## src/rtl/multicycle_controller_if.sv

```systemverilog
// Control bundle between the multicycle controller and its datapath.
// master = controller side, slave = datapath side.
interface multicycle_controller_if;
    // Decode inputs from the instruction register and ALU
    logic [6:0] opcode;
    logic [2:0] funct3;
    logic       funct7b5;
    logic       zero;

    // Datapath enables and selects
    logic       pc_write;
    logic       adr_src;
    logic       mem_write;
    logic       ir_write;
    logic       reg_write;
    logic [1:0] result_src;
    logic [1:0] alu_src_a;
    logic [1:0] alu_src_b;
    logic [1:0] imm_src;
    logic [2:0] alu_control;
    logic [3:0] state;

    modport master (
        input  opcode, funct3, funct7b5, zero,
        output pc_write, adr_src, mem_write, ir_write, reg_write,
               result_src, alu_src_a, alu_src_b, imm_src, alu_control, state
    );

    modport slave (
        output opcode, funct3, funct7b5, zero,
        input  pc_write, adr_src, mem_write, ir_write, reg_write,
               result_src, alu_src_a, alu_src_b, imm_src, alu_control, state
    );
endinterface

```

## src/rtl/multicycle_controller.sv

```systemverilog
// Multicycle RV32I control unit: Moore sequencer plus ALU and immediate
// decoders. Outputs are combinational from the state register; pc_write
// additionally depends on zero during BEQ.
module multicycle_controller (
    input  logic                          clock,
    input  logic                          reset,
    multicycle_controller_if.master       bus
);

    typedef enum logic [3:0] {
        S_FETCH    = 4'd0,
        S_DECODE   = 4'd1,
        S_MEMADR   = 4'd2,
        S_MEMREAD  = 4'd3,
        S_MEMWB    = 4'd4,
        S_MEMWRITE = 4'd5,
        S_EXECR    = 4'd6,
        S_ALUWB    = 4'd7,
        S_EXECI    = 4'd8,
        S_JAL      = 4'd9,
        S_BEQ      = 4'd10
    } state_t;

    typedef enum logic [1:0] {
        ALUOP_ADD   = 2'b00,
        ALUOP_SUB   = 2'b01,
        ALUOP_FUNCT = 2'b10
    } aluop_t;

    typedef enum logic [2:0] {
        ALU_ADD = 3'b000,
        ALU_SUB = 3'b001,
        ALU_AND = 3'b010,
        ALU_OR  = 3'b011,
        ALU_SLT = 3'b101
    } alu_t;

    localparam logic [6:0] OP_LW   = 7'b0000011;
    localparam logic [6:0] OP_SW   = 7'b0100011;
    localparam logic [6:0] OP_R    = 7'b0110011;
    localparam logic [6:0] OP_I    = 7'b0010011;
    localparam logic [6:0] OP_BEQ  = 7'b1100011;
    localparam logic [6:0] OP_JAL  = 7'b1101111;

    state_t     state_q, state_d;

    logic       pc_update;
    logic       branch;
    logic       adr_sel;
    logic       mem_we;
    logic       ir_we;
    logic       reg_we;
    logic [1:0] res_sel;
    logic [1:0] src_a_sel;
    logic [1:0] src_b_sel;
    aluop_t     aluop;
    alu_t       alu_ctl;
    logic [1:0] imm_sel;

    // Next-state selection; unused codes fall back to FETCH
    always_comb begin
        state_d = S_FETCH;
        case (state_q)
            S_FETCH:    state_d = S_DECODE;
            S_DECODE: begin
                case (bus.opcode)
                    OP_LW, OP_SW: state_d = S_MEMADR;
                    OP_R:         state_d = S_EXECR;
                    OP_I:         state_d = S_EXECI;
                    OP_JAL:       state_d = S_JAL;
                    OP_BEQ:       state_d = S_BEQ;
                    default:      state_d = S_FETCH;
                endcase
            end
            S_MEMADR:   state_d = bus.opcode[5] ? S_MEMWRITE : S_MEMREAD;
            S_MEMREAD:  state_d = S_MEMWB;
            S_MEMWB:    state_d = S_FETCH;
            S_MEMWRITE: state_d = S_FETCH;
            S_EXECR:    state_d = S_ALUWB;
            S_EXECI:    state_d = S_ALUWB;
            S_ALUWB:    state_d = S_FETCH;
            S_JAL:      state_d = S_ALUWB;
            S_BEQ:      state_d = S_FETCH;
            default:    state_d = S_FETCH;
        endcase
    end

    // State register with synchronous reset to FETCH
    always_ff @(posedge clock) begin
        if (reset) begin
            state_q <= S_FETCH;
        end else begin
            state_q <= state_d;
        end
    end

    // Per-state datapath controls (Moore)
    always_comb begin
        pc_update = 1'b0;
        branch    = 1'b0;
        adr_sel   = 1'b0;
        mem_we    = 1'b0;
        ir_we     = 1'b0;
        reg_we    = 1'b0;
        res_sel   = '0;
        src_a_sel = '0;
        src_b_sel = '0;
        aluop     = ALUOP_ADD;
        case (state_q)
            S_FETCH: begin
                ir_we     = 1'b1;
                src_b_sel = 2'b10;
                res_sel   = 2'b10;
                pc_update = 1'b1;
            end
            S_DECODE: begin
                src_a_sel = 2'b01;
                src_b_sel = 2'b01;
            end
            S_MEMADR: begin
                src_a_sel = 2'b10;
                src_b_sel = 2'b01;
            end
            S_MEMREAD: begin
                adr_sel = 1'b1;
            end
            S_MEMWB: begin
                res_sel = 2'b01;
                reg_we  = 1'b1;
            end
            S_MEMWRITE: begin
                adr_sel = 1'b1;
                mem_we  = 1'b1;
            end
            S_EXECR: begin
                src_a_sel = 2'b10;
                aluop     = ALUOP_FUNCT;
            end
            S_EXECI: begin
                src_a_sel = 2'b10;
                src_b_sel = 2'b01;
                aluop     = ALUOP_FUNCT;
            end
            S_ALUWB: begin
                reg_we = 1'b1;
            end
            S_JAL: begin
                src_a_sel = 2'b01;
                src_b_sel = 2'b10;
                pc_update = 1'b1;
            end
            S_BEQ: begin
                src_a_sel = 2'b10;
                aluop     = ALUOP_SUB;
                branch    = 1'b1;
            end
            default: ;
        endcase
    end

    // ALU operation decode; only R-type may subtract on funct3 000
    always_comb begin
        alu_ctl = ALU_ADD;
        case (aluop)
            ALUOP_SUB: alu_ctl = ALU_SUB;
            ALUOP_FUNCT: begin
                case (bus.funct3)
                    3'b000:  alu_ctl = (bus.opcode[5] & bus.funct7b5) ? ALU_SUB : ALU_ADD;
                    3'b010:  alu_ctl = ALU_SLT;
                    3'b110:  alu_ctl = ALU_OR;
                    3'b111:  alu_ctl = ALU_AND;
                    default: alu_ctl = ALU_ADD;
                endcase
            end
            default: alu_ctl = ALU_ADD;
        endcase
    end

    // Immediate format from opcode alone
    always_comb begin
        imm_sel = 2'b00;
        case (bus.opcode)
            OP_SW:   imm_sel = 2'b01;
            OP_BEQ:  imm_sel = 2'b10;
            OP_JAL:  imm_sel = 2'b11;
            default: imm_sel = 2'b00;
        endcase
    end

    // Reset masks every enable and select so nothing is written while it is held
    assign bus.pc_write    = ~reset & (pc_update | (branch & bus.zero));
    assign bus.adr_src     = ~reset & adr_sel;
    assign bus.mem_write   = ~reset & mem_we;
    assign bus.ir_write    = ~reset & ir_we;
    assign bus.reg_write   = ~reset & reg_we;
    assign bus.result_src  = reset ? 2'b00 : res_sel;
    assign bus.alu_src_a   = reset ? 2'b00 : src_a_sel;
    assign bus.alu_src_b   = reset ? 2'b00 : src_b_sel;
    assign bus.imm_src     = reset ? 2'b00 : imm_sel;
    assign bus.alu_control = reset ? 3'b000 : alu_ctl;
    assign bus.state       = state_q;

endmodule

```

## src/flat_wrapper.sv

```systemverilog
// flat-port wrapper written by rule: the top's interface ports become plain ports
module multicycle_controller_flat 
  (clock, reset, bus_opcode, bus_funct3, bus_funct7b5, bus_zero, bus_pc_write, bus_adr_src, bus_mem_write, bus_ir_write, bus_reg_write, bus_result_src, bus_alu_src_a, bus_alu_src_b, bus_imm_src, bus_alu_control, bus_state);
  multicycle_controller_if bus_i ();
  input  logic clock;
  input  logic reset;
  input wire logic [$bits(bus_i.opcode)-1:0] bus_opcode;
  input wire logic [$bits(bus_i.funct3)-1:0] bus_funct3;
  input wire logic [$bits(bus_i.funct7b5)-1:0] bus_funct7b5;
  input wire logic [$bits(bus_i.zero)-1:0] bus_zero;
  output wire logic [$bits(bus_i.pc_write)-1:0] bus_pc_write;
  output wire logic [$bits(bus_i.adr_src)-1:0] bus_adr_src;
  output wire logic [$bits(bus_i.mem_write)-1:0] bus_mem_write;
  output wire logic [$bits(bus_i.ir_write)-1:0] bus_ir_write;
  output wire logic [$bits(bus_i.reg_write)-1:0] bus_reg_write;
  output wire logic [$bits(bus_i.result_src)-1:0] bus_result_src;
  output wire logic [$bits(bus_i.alu_src_a)-1:0] bus_alu_src_a;
  output wire logic [$bits(bus_i.alu_src_b)-1:0] bus_alu_src_b;
  output wire logic [$bits(bus_i.imm_src)-1:0] bus_imm_src;
  output wire logic [$bits(bus_i.alu_control)-1:0] bus_alu_control;
  output wire logic [$bits(bus_i.state)-1:0] bus_state;
  assign bus_i.opcode = bus_opcode;
  assign bus_i.funct3 = bus_funct3;
  assign bus_i.funct7b5 = bus_funct7b5;
  assign bus_i.zero = bus_zero;
  assign bus_pc_write = bus_i.pc_write;
  assign bus_adr_src = bus_i.adr_src;
  assign bus_mem_write = bus_i.mem_write;
  assign bus_ir_write = bus_i.ir_write;
  assign bus_reg_write = bus_i.reg_write;
  assign bus_result_src = bus_i.result_src;
  assign bus_alu_src_a = bus_i.alu_src_a;
  assign bus_alu_src_b = bus_i.alu_src_b;
  assign bus_imm_src = bus_i.imm_src;
  assign bus_alu_control = bus_i.alu_control;
  assign bus_state = bus_i.state;
  multicycle_controller u_core (.clock(clock), .reset(reset), .bus(bus_i));
endmodule
```

## config.mk

```make
export PLATFORM = sky130hd
export DESIGN_NAME = multicycle_controller_flat
export DESIGN_NICKNAME = d
export VERILOG_FILES = /design/src/rtl/multicycle_controller_if.sv /design/src/rtl/multicycle_controller.sv /design/src/flat_wrapper.sv
export SDC_FILE = /design/constraint.sdc
export NUM_CORES = 1
export LEC_CHECK = 0
export ABC_AREA = 1
export CORE_AREA = 2 2 39 41
export DETAILED_ROUTE_END_ITERATION = 10
export DIE_AREA = 0 0 41 43
export DONT_BUFFER_PORTS = 1
export SYNTH_ARGS = -nofsm -noshare
export SYNTH_HDL_FRONTEND = slang
export SYNTH_SLANG_ARGS = --single-unit
```

## constraint.sdc

```tcl
create_clock -name clock -period 3.3 [get_ports clock]
set_input_delay 0.33 -clock clock [delete_from_list [all_inputs] [get_ports clock]]
set_output_delay 0.33 -clock clock [all_outputs]
set_load 0.01 [all_outputs]
```

==> impl_metrics.env, run 1 <==
export IMPL_status="finished clean"
export IMPL_die_x_um=41
export IMPL_cts_tree="built"
export IMPL_synth_async_reset_ratio=0
export IMPL_cts_resized=0
export IMPL_drtIter0Drc=18
export IMPL_required_ps=2970
export IMPL_nets=123
export IMPL_routed_via_density=5.107
export IMPL_max_freq_mhz=400.7
export IMPL_synth_nets=120
export IMPL_min_path_type="in2reg"
export IMPL_diodes=0
export IMPL_cts_path_max_buffers=2
export IMPL_die_area_um2=1763
export IMPL_regArea_um2=80.08
export IMPL_setup_tns_ps=0
export IMPL_holdWs_ps=174.5
export IMPL_wirelength_um=1314
export IMPL_ios=34
export IMPL_grt_first_pass_wirelength_um=2125
export IMPL_worstPathCellList="inv_2 -> nor2_2 -> nand2_2 -> and2_4 -> inv_1 -> ha_1 -> nand2_1 -> or2_2 -> nand2_1 -> nor2_1 -> nor3_1"
export IMPL_final_core_util=0.4186
export IMPL_grt_ovfl_total=0
export IMPL_synth_cells=104
export IMPL_grt_max_degree=16
export IMPL_dp_hpwl_um=1070
export IMPL_cts_reportedPaths_clkPinSlew_ps=40
export IMPL_cts_setup_buffers=0
export IMPL_dp_cells=118
export IMPL_cts_buffers=3
export IMPL_ys_warn_count=0
export IMPL_tightest_slew_ps=628.6
export IMPL_multi_input_area_um2=392.9
export IMPL_yosysSeqAreaShare=0.1461
export IMPL_start_kind="flop"
export IMPL_drive_above_1_share=0.1238
export IMPL_fill_cells=161
export IMPL_slew_headroom=0.5777
export IMPL_crit_fanout=5
export IMPL_syn_area_um2=548.0
export IMPL_antenna_left=0
export IMPL_fin_crit_sh=0.7563
export IMPL_period_needed_ps=2496
export IMPL_ctsHtreeMaxLevel=1
export IMPL_final_max_slew_viol_count=0
export IMPL_syn_to_final_growth_pct=5.708
export IMPL_grt_pass1_vias=558
export IMPL_post_drt_wl_per_cell_um=10.86
export IMPL_insertion_delay_ps=230
export IMPL_p_per_area_nw_per_um2=233.2
export IMPL_arrival_ps=2170
export IMPL_grtUsageTotal=0.1647
export IMPL_first_pass_iters=4
export IMPL_port_buffers=0
export IMPL_die_h_um=43
export IMPL_largest_reg_flops=4
export IMPL_synth_cell_types=21
export IMPL_synth_seq_cells=4
export IMPL_setup_viol_count_final=0
export IMPL_synth_common_cells="nand2_1, nor2_1, inv_1, nand3_1, a21oi_1"
export IMPL_hold_buffers=0
export IMPL_synth_area_top_cells="nand2_1, nor2_1, dfxtp_1, inv_1, nand3_1"
export IMPL_rows=14
export IMPL_fin_skew_ps=5.706
export IMPL_cpPeakStageDelay_ps=420
export IMPL_synth_edf_count=0
export IMPL_fin_cells=121
export IMPL_rsz0062_at_grt="no"
export IMPL_crit_type="reg2out"
export IMPL_yosysTopAreaCell="nand2_1"
export IMPL_initial_core_util=0.3960
export IMPL_drc_errors=0
export IMPL_hold_viol_final=0
export IMPL_cpMostUsedCell="nand2_1"
export IMPL_synth_most_common_cell="nand2_1"
export IMPL_yosysTopAreaCellShare=0.1644
export IMPL_ir_worst_vdd_v=0.0001443
export IMPL_avgSynthCellArea_um2=5.269
export IMPL_antenna_found_initial=0
export IMPL_p_leak_nw=0.2668
export IMPL_synth_main_ff_cell="dfxtp_1"
export IMPL_total_power_mw=0.1351
export IMPL_cts_sinks=4
export IMPL_core_um2=1384
export IMPL_cap_violations=0
export IMPL_place_gp_congestion=0.7911
export IMPL_vias=618
export IMPL_endpoint_kind="output pin"
export IMPL_cpMaxStageDelayCell="dfxtp_1"
export IMPL_root_buffer="clkbuf_4"
## layout make-up
| type | instances | share of cell area |
|---|---|---|
| Clock buffer | 3 | 0.03888 |
| Inverter | 17 | 0.1102 |
| Multi-Input combinational cell | 81 | 0.6782 |
| Sequential cell | 4 | 0.1382 |
| Tap cell | 16 | 0.03456 |
## final timing paths
path,startpoint,to,slack [ps],depth (start not counted)
worst max-delay path,u_core.bus.state[1],bus_alu_control[0],800,11
worst min-delay path,reset,u_core.bus.state[2],170,1
worst max register to register,u_core.bus.state[2],u_core.bus.state[2],2130,7
worst min register to register,u_core.bus.state[0],u_core.bus.state[0],730,3
## power by group
group | switching (mW) | internal (mW)
clock network | 0.0160 | 0.0404
logic | 0.0178 | 0.00819
registers | 0.00282 | 0.0499
total | 0.0366 | 0.0985
## cells in the final DEF (no fill, tap or decap)
cell type	netlist	routed
nor2_2	1	1
o22ai_1	1	1
nor2_4	2	2
o21ai_0	1	1
clkbuf_4	0	3
a21oi_2	1	1
dfxtp_1	4	4
a21oi_1	6	6
or2_2	1	1
nor4_1	1	1
inv_1	15	15
nand4_1	3	3
nand3_1	8	8
and2_4	1	1
inv_2	2	2
nand2_1	24	24
nor2_1	23	23
ha_1	2	2
nor3_1	4	4
nand2_2	2	2
## cells by family (layout without fill, tap and decap cells)
| kind of cell | after synthesis | count (layout) | share of synthesized area |
|---|---|---|---|
| AND/OR/NAND/NOR | 70 | 70 | 0.5799 |
| adder cells (fa/ha/maj) | 2 | 2 | 0.04565 |
| buffers and inverters | 19 | 20 | 0.1370 |
| flip-flops | 4 | 4 | 0.1461 |
| AO/OA/AOI/OAI | 9 | 9 | 0.09133 |
## worst max-delay path: cells and delay by family, from the launching register on
family	cells	cell delay (ps)
buffers and inverters	2	130
adder cells (fa/ha/maj)	1	160
AND/OR/NAND/NOR	8	1220
flip-flops	1	420
## per-stage QoR
stage	instance area (µm²)	worst slack (ps)
after floorplan	548.0	1182
after global placement	556.8	1061
after detailed placement	556.8	1032
after CTS	579.3	779.8
after global routing	579.3	573.3
final	579.3	804.1
## per-layer routing
layer | vias up | track usage | wire length [µm]
li1 | 335 | - | -
met1 | 264 | 0.2186 | 576
met2 | 19 | 0.2813 | 650
met3 | 0 | 0.01571 | 87
met4 | 0 | 0.02000 | 0
met5 | - | 0 | 0
Note: power is estimated with default switching activity, not from simulation.
==> run 2: changes to the inputs <==
Clock period 3.3 ns to 2.27 ns, I/O delays scaled along.
==> impl_metrics.env, run 2 (synthesis gave the netlist of run 1 again) <==
export IMPL_status="finished clean"
export IMPL_die_h_um=43
export IMPL_drc_errors=0
export IMPL_period_needed_ps=2191
export IMPL_final_max_slew_viol_count=0
export IMPL_holdWs_ps=59.48
export IMPL_p_per_area_nw_per_um2=316.5
export IMPL_arrival_ps=1960
export IMPL_cpMostUsedCell="nand2_1"
export IMPL_drtIter0Drc=4
export IMPL_layout_commonest_cell="nand2_1"
export IMPL_antenna_found_initial=0
export IMPL_port_buffers=0
export IMPL_min_path_type="in2reg"
export IMPL_crit_fanout=4
export IMPL_cts_sinks=4
export IMPL_dp_hpwl_um=1110
export IMPL_cpMaxStageDelayCell="dfxtp_4"
export IMPL_layout_common_cells="nand2_1, nor2_1, inv_1"
export IMPL_syn_to_final_growth_pct=18.26
export IMPL_ir_worst_vdd_v=0.0002085
export IMPL_cap_violations=0
export IMPL_vias=648
export IMPL_start_kind="flop"
export IMPL_endpoint_kind="output pin"
export IMPL_grt_ovfl_total=0
export IMPL_crit_type="reg2out"
export IMPL_hold_viol_final=0
export IMPL_grt_first_pass_wirelength_um=2125
export IMPL_total_power_mw=0.2051
export IMPL_wirelength_um=1411
export IMPL_crit_family="simple AND/OR/NAND/NOR gates"
export IMPL_insertion_delay_ps=230
export IMPL_post_drt_wl_per_cell_um=11.29
export IMPL_first_pass_iters=4
export IMPL_grtUsageTotal=0.1705
export IMPL_fin_crit_sh=0.9653
export IMPL_worstPathCellList="inv_2 -> nor2_4 -> nand2_2 -> and2_4 -> inv_1 -> ha_2 -> nand2_1 -> or2_4 -> nand2_1 -> nor2_1 -> nor3_2"
export IMPL_cts_tree="built"
export IMPL_slew_headroom=0.5787
export IMPL_required_ps=2040
export IMPL_grt_max_degree=16
export IMPL_tightest_slew_ps=627.1
export IMPL_cp_num_buf_inv=2
export IMPL_hold_buffers=0
export IMPL_largest_reg_flops=4
export IMPL_initial_core_util=0.3960
export IMPL_fin_skew_ps=0.9633
export IMPL_diodes=0
export IMPL_routed_via_density=5.184
export IMPL_rows=14
export IMPL_p_leak_nw=0.2886
export IMPL_setup_viol_count_final=0
export IMPL_die_x_um=41
export IMPL_place_gp_congestion=0.7436
export IMPL_ctsHtreeMaxLevel=1
export IMPL_die_area_um2=1763
export IMPL_ios=34
export IMPL_core_um2=1384
export IMPL_grt_pass1_vias=548
export IMPL_cts_reportedPaths_clkPinSlew_ps=40
export IMPL_drive_above_1_share=0.2477
export IMPL_fill_cells=151
export IMPL_root_buffer="clkbuf_4"
export IMPL_setup_tns_ps=0
export IMPL_nets=127
export IMPL_max_freq_mhz=456.4
export IMPL_cts_buffers=3
export IMPL_cpPeakStageDelay_ps=370
export IMPL_cts_path_max_buffers=2
export IMPL_antenna_left=0
## run 2: cell count changes in the layout (fill, tap and decap cells not counted), moves of 2 or more
| cell | change |
|---|---|
| buf_4 | +4 |
| nor2_1 | -2 |
| dfxtp_1 | -4 |
| dfxtp_2 | +3 |
## run 2: worst paths after layout
path | start | to | slack (ps) | cells past startpoint
min reg2reg | u_core.bus.state[0] | u_core.bus.state[0] | 700 | 3
max reg2reg | u_core.bus.state[2] | u_core.bus.state[2] | 1060 | 8
max | u_core.bus.state[1] | bus_alu_control[0] | 80 | 11
min | reset | u_core.bus.state[0] | 60 | 1
## run 2: per-stage QoR
stage,instance area (µm²),util,std cells,setup WS [ps]
after floorplan,548.0,-,104,255.4
after CTS,614.3,0.4439,124,19.26
after global routing,648.1,0.4684,125,-38.93
after global placement,579.3,0.4186,121,118.6
after detailed placement,579.3,0.4186,121,99.18
final,648.1,0.4684,125,78.85
## run 2: metal layers
layer  global-route usage  vias up  wire (µm)  part of all wire
met5                    0        -          0                 0
met4              0.08000        0         11            0.0078
met3              0.01571        2         70             0.050
met2               0.2781       17        794              0.56
met1               0.2115      290        534              0.38
li1                     -      339          -                 -
## run 2: worst register-to-register path: stages, from the launching register on
cell and delay [ps]:
dfxtp_2 370, inv_1 80, buf_4 150, nand2_1 140, nor2_4 60, nand3_1 70
nand2_1 50, nor2_1 120, nor2_1 60
## run 2: layout make-up
type,count,area (µm²),area share
multi-input combinational,81,424.2,0.6544
sequential,4,87.58,0.1351
inverter,17,63.81,0.09846
timing repair buffer,4,30.03,0.04633
clock buffer,3,22.52,0.03475
tap,16,20.02,0.03089
## run 2: what timing repair did
item	4_1_cts	5_1_grt
gates resized for setup	4	9
setup endpoints to repair	2	2
pin swaps	0	2
buffers inserted	0	1
## run 2: report_power, final
group / total (mW) / internal, mW / switching (mW)
registers: 0.0765 / 0.0718 / 0.00471
logic: 0.0412 / 0.0145 / 0.0267
clock network: 0.0874 / 0.0591 / 0.0283
==> run 3: changes to the inputs <==
Clock period 2.27 ns to 2.14 ns, I/O delays scaled along.
==> impl_metrics.env, run 3 (synthesis gave the netlist of run 1 again) <==
export IMPL_dp_hpwl_um=1140
export IMPL_vias=697
export IMPL_slew_headroom=0.5579
export IMPL_tightest_slew_ps=658.1
export IMPL_grt_pass1_vias=651
export IMPL_largest_reg_flops=4
export IMPL_cts_sinks=4
export IMPL_arrival_ps=1860
export IMPL_p_leak_nw=0.3326
export IMPL_cap_violations=0
export IMPL_port_buffers=0
export IMPL_fin_skew_ps=4.050
export IMPL_period_needed_ps=2070
export IMPL_max_freq_mhz=483.1
export IMPL_total_power_mw=0.2177
export IMPL_die_x_um=41
export IMPL_required_ps=1930
export IMPL_die_area_um2=1763
export IMPL_cts_buffers=3
export IMPL_status="finished clean"
export IMPL_grt_first_pass_wirelength_um=2484
export IMPL_grt_ovfl_total=0
export IMPL_min_from="reset"
export IMPL_fin_crit_sh=0.9672
export IMPL_cts_reportedPaths_clkPinSlew_ps=40
export IMPL_reg2reg_depth=6
export IMPL_ir_worst_vdd_v=0.0002704
export IMPL_layout_commonest_cell="nand2_1"
export IMPL_drive_above_1_share=0.3162
export IMPL_hold_viol_final=0
export IMPL_cts_tree="built"
export IMPL_dpl_cell_area_um2=609.3
export IMPL_rows=14
export IMPL_insertion_delay_ps=220
export IMPL_final_max_slew_viol_count=0
export IMPL_ios=34
export IMPL_ff2ff_setup_slack_ps=980
export IMPL_cts_path_max_buffers=2
export IMPL_fin_cells=133
export IMPL_routed_via_density=5.241
export IMPL_endpoint_kind="output pin"
export IMPL_grtUsageTotal=0.1938
export IMPL_final_core_util=0.5217
export IMPL_initial_core_util=0.3960
export IMPL_die_h_um=43
export IMPL_crit_fanout=4
export IMPL_setup_viol_count_final=0
export IMPL_reg2reg_from="u_core.bus.state[2]"
export IMPL_antenna_left=0
export IMPL_start_kind="flop"
export IMPL_place_gp_congestion=0.7544
export IMPL_syn_to_final_growth_pct=31.73
export IMPL_drtIter0Drc=14
export IMPL_root_buffer="clkbuf_4"
export IMPL_timing_rr_end="u_core.bus.state[2]"
export IMPL_core_um2=1384
export IMPL_wirelength_um=1539
export IMPL_antenna_found_initial=0
export IMPL_crit_type="reg2out"
export IMPL_dp_cells=125
export IMPL_fin_area_um2=721.9
export IMPL_hold_end="u_core.bus.state[1]"
export IMPL_drc_errors=0
export IMPL_grt_max_degree=16
export IMPL_hold_depth=1
export IMPL_p_per_area_nw_per_um2=301.6
export IMPL_ctsHtreeMaxLevel=1
export IMPL_post_drt_wl_per_cell_um=11.57
export IMPL_first_pass_iters=4
export IMPL_nets=135
export IMPL_diodes=0
export IMPL_layout_common_cells="nand2_1, nor2_1, inv_1"
export IMPL_rsz0062_at_grt="yes"
export IMPL_min_path_type="in2reg"
run 3: cell count changes in the layout (fill, tap and decap cells not counted), moves of 2 or more:
cell	delta
nand2_1	-2
inv_2	+2
nand2_2	+2
buf_4	+7
inv_1	-3
run 3: final cells by class:
class                   instances  area (µm²)
multi-input cells              81       432.9
repair buffers                 12       93.84
flip-flops and latches          4       86.33
fillers                       144       661.9
well taps                      16       20.02
inverters                      17       66.31
clock buffers                   3       22.52
run 3: how the worst max path moves through the flow:
stage | endpoint | startpoint | slack (ps)
floorplan | bus_alu_control[2] | u_core.bus.state[1] | 140
global placement | bus_alu_control[0] | u_core.bus.state[1] | 150
detailed placement | bus_alu_control[0] | u_core.bus.state[1] | 80
CTS | bus_alu_control[0] | u_core.bus.state[2] | 7
global route | bus_alu_control[0] | u_core.bus.state[1] | -30
finish | bus_alu_control[0] | u_core.bus.state[1] | 70
run 3: through the flow:
| step | TNS [ps] | setup WS [ps] | hold slack [ps] |
|---|---|---|---|
| after global placement | 0 | 154.8 | 288.4 |
| after floorplan | 0 | 138.4 | 383.6 |
| after CTS | 0 | 7.472 | 41.28 |
| after detailed placement | 0 | 78.81 | 290.3 |
| after global routing | -33.68 | -25.37 | 31.68 |
| final | 0 | 70.22 | 49.86 |
run 3: layer usage:
layer  GRT usage  share of wire  up-vias
met1      0.2251           0.39      316
met5           0              0        -
li1            -              -      357
met4     0.04667         0.0058        0
met2      0.3469           0.56       22
met3     0.02618          0.049        2
run 3: repair_timing:
| item | 4_1_cts | 5_1_grt |
|---|---|---|
| pin swaps | 5 | 3 |
| hold buffers | 0 | 0 |
| endpoints found under the setup margin | 2 | 2 |
| buffers inserted | 5 | 0 |
| gates resized for setup | 14 | 5 |
| hold endpoints to repair | 0 | 0 |
run 3: critical path: stages (launching register included):
cell and delay, ps:
dfxtp_4 390, inv_4 50, nor2_4 100, nand2_2 60
and2_4 160, inv_2 60, ha_4 120, nand2_2 50
or2_4 230, nand2_2 60, nor2_1 40, nor3_1 150
buf_4 150
run 3: where the power goes:
group / switching (mW) / internal [mW]
clock network: 0.0242 / 0.0622
logic: 0.0322 / 0.0189
registers: 0.00393 / 0.0762
total: 0.0603 / 0.157
